### src/rtl/bus_share_arbiter4.sv
// Four-requester round-robin arbiter with burst lock, driving a shared 4:1
// word multiplexer and a single-entry valid/ready output register.

// One 4-bit slice of the shared 4:1 word multiplexer.
module bus_share_mux4_slice (
   input  logic [1:0] sel_i,
   input  logic [3:0] d0_i,
   input  logic [3:0] d1_i,
   input  logic [3:0] d2_i,
   input  logic [3:0] d3_i,
   output logic [3:0] y_o
);
   // Plain 4:1 select; sel_i[1] is C1, sel_i[0] is C0.
   always_comb begin
      case (sel_i)
         2'd0:    y_o = d0_i;
         2'd1:    y_o = d1_i;
         2'd2:    y_o = d2_i;
         default: y_o = d3_i;
      endcase
   end
endmodule

module bus_share_arbiter4 #(
   parameter int WIDTH     = 32,
   parameter int MAX_BURST = 4
) (
   input  logic             clk,
   input  logic             rst_n,
   input  logic [3:0]       req,
   input  logic [3:0]       lock,
   input  logic [WIDTH-1:0] data_0,
   input  logic [WIDTH-1:0] data_1,
   input  logic [WIDTH-1:0] data_2,
   input  logic [WIDTH-1:0] data_3,
   output logic [3:0]       ack,
   output logic [1:0]       sel,
   output logic             out_valid,
   output logic [WIDTH-1:0] out_data,
   output logic [1:0]       out_src,
   input  logic             out_ready
);
   localparam int         NSLICE  = WIDTH / 4;
   // Burst hold is allowed while the count is below this limit.
   localparam logic [3:0] CNT_LIM = 4'(MAX_BURST - 1);

   logic [1:0]       last_q, last_d;
   logic [3:0]       cnt_q, cnt_d;
   logic [1:0]       sel_q;
   logic             valid_q, valid_d;
   logic [WIDTH-1:0] data_q, data_d;
   logic [1:0]       src_q, src_d;

   logic [1:0]       rr_win, winner, sel_mux, idx;
   logic             found, hold, any_req, space, accept;
   logic [WIDTH-1:0] mux_y;

   // Winner selection: burst hold on the last winner, else round-robin
   // scanning from last+1 and wrapping back to last itself.
   always_comb begin
      hold   = lock[last_q] && req[last_q] && (cnt_q < CNT_LIM);
      rr_win = last_q;
      found  = 1'b0;
      idx    = last_q;
      for (int k = 1; k <= 4; k++) begin
         idx = last_q + 2'(k);
         if (!found && req[idx]) begin
            rr_win = idx;
            found  = 1'b1;
         end
      end
      winner  = hold ? last_q : rr_win;
      any_req = |req;
      space   = !valid_q || out_ready;
      accept  = space && any_req;
      // With no request the select parks on its previous value.
      sel_mux = any_req ? winner : sel_q;
      sel     = rst_n ? sel_mux : 2'd0;
      ack     = (accept && rst_n) ? (4'd1 << winner) : 4'd0;
   end

   // Shared word multiplexer built from 4-bit slices.
   for (genvar g = 0; g < NSLICE; g++) begin : g_slice
      bus_share_mux4_slice u_slice (
         .sel_i (sel_mux),
         .d0_i  (data_0[g*4 +: 4]),
         .d1_i  (data_1[g*4 +: 4]),
         .d2_i  (data_2[g*4 +: 4]),
         .d3_i  (data_3[g*4 +: 4]),
         .y_o   (mux_y[g*4 +: 4])
      );
   end

   // Next-state: capture on accept (replacing a word drained this cycle),
   // otherwise drain or hold.
   always_comb begin
      last_d  = last_q;
      cnt_d   = cnt_q;
      valid_d = valid_q;
      data_d  = data_q;
      src_d   = src_q;
      if (accept) begin
         data_d  = mux_y;
         src_d   = winner;
         valid_d = 1'b1;
         if (hold) begin
            cnt_d = cnt_q + 4'd1;
         end else begin
            cnt_d  = 4'd0;
            last_d = winner;
         end
      end else if (valid_q && out_ready) begin
         valid_d = 1'b0;
      end
   end

   // State registers; reset discards any pending word immediately.
   always_ff @(posedge clk or negedge rst_n) begin
      if (!rst_n) begin
         last_q  <= 2'd3;
         cnt_q   <= 4'd0;
         sel_q   <= 2'd0;
         valid_q <= 1'b0;
         data_q  <= '0;
         src_q   <= 2'd0;
      end else begin
         last_q  <= last_d;
         cnt_q   <= cnt_d;
         sel_q   <= sel_mux;
         valid_q <= valid_d;
         data_q  <= data_d;
         src_q   <= src_d;
      end
   end

   assign out_valid = valid_q;
   assign out_data  = data_q;
   assign out_src   = src_q;
endmodule

### config.mk
export PLATFORM = sky130hd
export DESIGN_NAME = bus_share_arbiter4
export DESIGN_NICKNAME = d
export VERILOG_FILES = /design/src/rtl/bus_share_arbiter4.sv
export SDC_FILE = /design/constraint.sdc
export NUM_CORES = 1
export LEC_CHECK = 0
export CELL_PAD_IN_SITES_DETAIL_PLACEMENT = 1
export CELL_PAD_IN_SITES_GLOBAL_PLACEMENT = 1
export CORE_ASPECT_RATIO = 0.6
export CORE_MARGIN = 2
export CORE_UTILIZATION = 27
export CTS_BUF_LIST = sky130_fd_sc_hd__clkbuf_8 sky130_fd_sc_hd__clkbuf_16
export DETAILED_ROUTE_END_ITERATION = 7
export PLACE_DENSITY_LB_ADDON = 0.08
export SYNTH_ARGS = -nofsm -noshare
export SYNTH_HDL_FRONTEND = slang
export SYNTH_SLANG_ARGS = --single-unit
export TNS_END_PERCENT = 30
### constraint.sdc
create_clock -name clk -period 2.7 [get_ports clk]
set_clock_uncertainty 0.1 [all_clocks]
set_input_delay 0.405 -clock clk [delete_from_list [all_inputs] [get_ports clk]]
set_output_delay 0.405 -clock clk [all_outputs]
set_load 0.1 [all_outputs]
==> metrics.md <==
| Metric | Value |
|---|---|
| Hpwl dp | 8949 µm |
| Grt ovf | 0 |
| Largest family of logic cells by synthesized area | multiplexers |
| H-tree level count | 2 |
| Synth Area in Compound Gates | 19.59% |
| Buffers & Inverters on Critical Path | 1 |
| Sequential area share after synthesis | 37.36% |
| Crit path kind | reg2out |
| Post-Synth Adder-Cell Area | 0.4335% |
| Final setup vio count | 6 |
| Primary FF master, synth | dfrtp_1 |
| Die Area | 11560 µm² |
| Starting DRC count in detailed routing | 148 |
| Share of layout cells above drive strength 1 | 30.38% |
| Post-Syn Instances | 283 |
| R2r setup slk | 20 ps |
| Netlist Area Pre-Place | 2887 µm² |
| GP Congestion | 0.7838 |
| Synth cell types | 49 |
| Max-slew violation count | 0 |
| Synth Register Bits | 43 |
| All-Layer GR Usage | 19.61% |
| Most common cell after layout, fill and taps aside | clkdlybuf4s50_1 |
| Worst setup margin | -144.4 ps |
| RSZ-0062 raised after global routing | true |
| Die width | 137.5 µm |
| Synth Area in Simple Gates | 11.10% |
| Worst Path Arrival | 2340 ps |
| Power per cell area | 1320 nW/µm² |
| IO Port Bufs | 179 |
| Core ar. | 10490 µm² |
| Critical path's slowest cell | dfstp_2 |
| Hold_ws | 39.59 ps |
| Slew margin rel. | 70.28% |
| Fillers | 1143 |
| Die Ht | 84.09 µm |
| CP peak stage delay | 610 ps |
| Final #Nets | 636 |
| Startpoint types | flop |
| Top Ports | 180 |
| Max-capacitance violation count | 0 |
| Async set or reset register ratio after synthesis | 100.0% |
| Cell row count | 29 |
| Routed len/inst | 18.20 µm |
| Final antenna-violating net count | 0 |
| Post-Synth XOR/XNOR Area | 0.3034% |
| WL final | 11580 µm |
| Crit path time final | 2844 ps |
| Critical path cell sequence | or4bb_1, nand2_1, a211o_1, nand2b_4, mux2_4, nor2_4, buf_12 |
| Mux contribution to synthesized area | 24.62% |
| Root Buffer | clkbuf_16 |
| Slew @ Worst Pin | 443.9 ps |
| Final Core Density | 50.39% |
| Critical Path RT | 2190 ps |
| Initial Util | 27.53% |
| Worst min-delay path class | in2async |
| Vias | 3115 |
| Static Leakage | 2.245 nW |
| Worst vdd ir | 0.7884 mV |
| Max clock buf depth | 2 |
| Worst-skew pair later-pin latency | 290 ps |
| Synth warn | 0 |
| Minimum setup slack after placement | -417.7 ps |
| ANT cells | 0 |
| Register clock-pin slew on the reported worst setup and hold paths | 60 ps |
| Clk sink count | 43 |
| Cell Area, Placed | 5005 µm² |
| Global-route wire length before repair | 17480 µm |
| Failing checks | setup timing |
| CTS tree | built |
| Final period util | 105.3% |
| Max frequency | 351.6 MHz |
| Most frequent cells in the layout | clkdlybuf4s50_1, buf_4, dfrtp_1 |
| Max FO, Critical Path | 7 |
| CTS buffer count | 5 |
| DR pass1 iterations | 4 |
| Type of element capturing the critical path | output port |
| Synthesized area per cell | 10.20 µm² |
| Hold_buf cts | 0 |
| EDFF count, synth | 0 |
| Largest net degree at the start of global routing | 26 |
| Initial antenna violation count | 0 |
| Via-per-instance ratio | 4.898 |
| P&R area growth vs syn | 83.05% |
| Final instance area | 5284 µm² |
| Vias in the first global route | 3467 |
| Syn_nets | 423 |
| Status | finished, violations left |
| DRC viols | 0 |
| Final-report hold violation count | 0 |
| CP delay by family, top | simple AND/OR/NAND/NOR gates |
| Tot Pwr | 0.006972 W |
==> worst reg2reg max path, delay by kind of cell (launching register included) <==
kind	cells	cell delay (ps)
buf+inv	4	650
flops	1	610
mux	1	380
simple gates	1	170
compound gates	5	640
==> path summary, 6_finish.rpt <==
check | from | cells past startpoint | to
setup / recovery | last_q[1] | 7 | ack[1]
hold / removal | rst_n | 1 | last_q[1]
setup reg to reg | last_q[1] | 11 | out_data[9]
hold reg to reg | out_src[0] | 2 | out_src[0]
max in group asynchronous | rst_n | 2 | out_src[1]
min in group clk | out_src[0] | 2 | out_src[0]
==> metal layers <==
metal | global-route usage (%) | up-vias | wire [µm]
met5 | 0 | - | 0
met4 | 4.967 | 0 | 119
met3 | 7.407 | 12 | 1037
met2 | 31.93 | 108 | 5368
met1 | 24.39 | 1506 | 5052
li1 | - | 1489 | -
==> cells in the mapped netlist, drive strengths merged (2+ instances only) <==
cell,number,area [µm²]
dfrtp,41,1026
a21oi,36,180.2
mux2,32,367.9
mux2i,32,320.3
o22ai,31,206.4
nand2,20,77.58
buf,17,167.7
nor2,10,40.04
o21ai,9,48.80
nand3,7,35.03
and2,5,31.28
clkbuf,5,18.77
nand2b,5,31.28
a21o,3,22.52
nor3,3,15.01
dfstp,2,52.55
o211ai,2,20.02
or3,2,17.52
==> where the power goes <==
part           leakage (nW)  internal (W)  switching, W
sequential            0.484      0.000951      0.000198
clock                0.0813      0.000390      0.000252
combinational          1.68       0.00182       0.00336
total                  2.25       0.00316       0.00381
==> flip-flops by register name (all words and copies together), names as in the netlist <==
name	cells
out_src	2
last_q	2
out_valid	1
sel_q	2
cnt_q	4
out_data	32
==> kinds of logic after synthesis <==
kind of cell / Yosys count
AND/OR/NAND/NOR: 59
flip-flops: 43
AO/OA/AOI/OAI: 91
adder cells (fa/ha/maj): 1
multiplexers: 65
buffers and inverters: 23
XOR/XNOR: 1
==> per-stage QoR <==
stage / TNS [ps] / std cells
after CTS: -420.7 / 633
after detailed placement: -12830 / 619
after global placement: -11330 / 619
after global routing: -3404 / 636
final: -564.3 / 636
after floorplan: -148.8 / 283
==> area by class of cell <==
cell class                 count  area [µm²]  share of cell area (%)
clock buffer                   7       152.6                   2.889
sequential                    43        1080                   20.44
timing repair buffer         228        2180                   41.25
clock inverter                 1       3.754                 0.07104
multi-input combinational    217        1690                   31.99
inverter                       1       3.754                 0.07104
tap                          139       173.9                   3.292
==> repair_timing <==
| item | CTS | global route |
|---|---|---|
| buffers inserted | 6 | 4 |
| endpoints found under the setup margin | 37 | 35 |
| resized for setup | 14 | 4 |
| pin swaps | 7 | 8 |
| cloned | 0 | 1 |
Power figures use the tool's default switching activity.
==> RTL edit: new RTL, config.mk and constraints unchanged <==
Change the parameter `WIDTH` from 32 to 16.
--- a/src/rtl/bus_share_arbiter4.sv
+++ b/src/rtl/bus_share_arbiter4.sv
@@ -24,3 +24,3 @@
 module bus_share_arbiter4 #(
-   parameter int WIDTH     = 32,
+   parameter int WIDTH     = 16,
    parameter int MAX_BURST = 4
Interface: changed (5 resized); port bits go from 180 to 100. The function was not compared with the original's and may differ.
==> RTL edit against the unedited design <==
The run still ends with setup timing left; non-clock buffer count shrank 93; wire length down 37%; largest cell class is now multi-input gates; total power decreased by 32%; clock power down 46%; die area fell by 27%; setup slack gained 0.0073 ns; synthesized cell count shrank 22%; sequential cell count is 16 lower; via count decreased by 33%; area after synthesis decreased by 28%; critical endpoint is now ack[3]; cell area is 31% lower.
==> RTL edit: results (changes against the unedited design) <==
Synth
  • Syn nets: 297 (-30%)
  • Synth unique cells: 45 (-8.2%)
  • Commonest cells post-synth: nand2_1, dfrtp_1, mux2i_1
  • Seq/Total Area, Yosys: 32.5% (-4.9 points)
  • Largest cells by area after synthesis: dfrtp_1, nand2_1, mux2_4
  • Main synth FF type: dfrtp_1
  • Mapped Cells: 221 (-22%)
  • Ys Warns: 0 (unchanged)
  • Synth async-reset ratio: 100% (unchanged)

Power
  • Clock share of power: 7.3% (-1.9 points)
  • Maximum vdd drop: 476 uV (-40%)
  • Switching power: 0.00251 W (-34%)
  • Leak: 1.57 nW (-30%)
  • P_int: 0.00226 W (-29%)
  • Comb power frac: 77.5% (+3.2 points)

Routing
  • Total number of vias: 2072 (-33%)
  • Starting DRT DRC Count: 89 (-40%)
  • DR pass1 iterations: 4 (unchanged)
  • Final wirelength: 7290 um (-37%)
  • Wire length per cell: 16.4 um (-10%)

Clocking
  • CTS Buf Count: 3 (-2)
  • CTS H-tree lvls: 1 (-1)
  • Clk buf depth: 2 (unchanged)
  • Root buf cell: clkbuf_16
  • Clock-pin slew on the worst setup and hold paths: 0.07 ns
  • Clk_lat worst skew: 0.26 ns (-0.03 ns)

Status
  • Status: finished with violations
  • Failing checks: setup timing

Placed design
  • GP Congestion: 0.819 (+4.5%)
  • Placed Cells: 432 (-30%)
  • IO buf count: 99 (-45%)
  • Placed wire-length estimate: 5410 um (-40%)
  • Placed Area: 3380 um2 (-32%)

Worst setup path
  • Reg2Reg Setup Slack: 0.01 ns
  • Largest fanout on the critical path: 5 (-2)
  • Critical Path Start: last_q[0]$_DFFE_PN1P_
  • CP arrival: 2.33 ns
  • Reg-to-reg startpoint: last_q[0]$_DFFE_PN1P_
  • CP Capture Point: ack[3]
  • R2r endpoint: out_data[8]$_DFFE_PN0P_
  • Reg2Reg Depth: 11 (unchanged)

Layout
  • Nets: 419 (-34%)
  • Diode count: 0 (unchanged)
  • Layout cells sized above 1: 37.1% (+6.8 points)
  • Flip-flop count of the largest register after layout: 16 (-50%)

Global route
  • Initial antenna violation count: 0 (unchanged)
  • GRT Overall Usage: 16.7% (-2.9 points)
  • Largest net degree at the start of global routing: 34 (+31%)
  • First-pass GRT wire length: 11200 um (-36%)
  • Vias in the first global route: 2165 (-38%)

STA
  • Least-Margin Pin Slew: 0.401 ns (-0.0431 ns)
  • Final Hold Vio Count: 0 (unchanged)
  • Setup TNS: -0.598 ns (-0.0333 ns)
  • Slack of the critical path: -0.137 ns (+0.00727 ns)
  • Final-report setup violation count: 6 (unchanged)

Min path
  • Min-delay worst type: primary input to asynchronous set/reset pin
## RTL edit: cell count changes in the layout (fill, tap and decap cells not counted), sizes merged, moves of 14 or more
| cell | change |
|---|---|
| a21oi | -31 |
| buf | -31 |
| clkdlybuf4s50 | -59 |
| dfrtp | -16 |
| mux2i | -14 |
| nand2 | +38 |
| o211ai | +17 |
| o22ai | -31 |
## RTL edit: layout make-up
type / instances / area, um2
Inverter: 2 / 7.51
Clock buffer: 3 / 75.1
Fill cell: 841 / 3720
Multi-Input combinational cell: 174 / 1400
Clock inverter: 1 / 5.00
Sequential cell: 27 / 678
Timing Repair Buffer: 135 / 1370
Tap cell: 104 / 130
## RTL edit: cell families after synthesis
family / share of synthesized area (%)
adder cells (fa/ha/maj): 0.599
AO/OA/AOI/OAI: 17.5
XOR/XNOR: 0.419
flip-flops: 32.5
multiplexers: 21.6
buffers and inverters: 5.45
AND/OR/NAND/NOR: 22.0
## RTL edit: critical path: stages (launching register included)
cell	delay, ns
dfstp_2	0.39
buf_4	0.14
nor3b_2	0.20
a21oi_2	0.05
o32a_1	0.32
o211ai_4	0.23
nor2_2	0.07
o32a_4	0.27
and4b_2	0.24
buf_12	0.17
## RTL edit: what timing repair did
item,4_1_cts,5_1_grt
setup endpoints to repair,19,22
resized for setup,16,12
setup buffers,6,2
pin swaps,8,5
cloned,0,2
## RTL edit: per-layer routing
layer | GRT usage [%] | routed length (um) | share of wire (%)
met1 | 22.7 | 3570 | 49
met2 | 27.0 | 3220 | 44
met3 | 5.27 | 465 | 6.4
met4 | 2.41 | 39 | 0.53
met5 | 0 | 0 | 0
## RTL edit: metrics by stage
stage,worst slack [ns],hold WS (ns)
after detailed placement,-0.463,0.367
after CTS,-0.146,0.333
after global placement,-0.384,0.363
after floorplan,-0.256,0.00941
final,-0.137,0.328
after global routing,-0.218,0.345
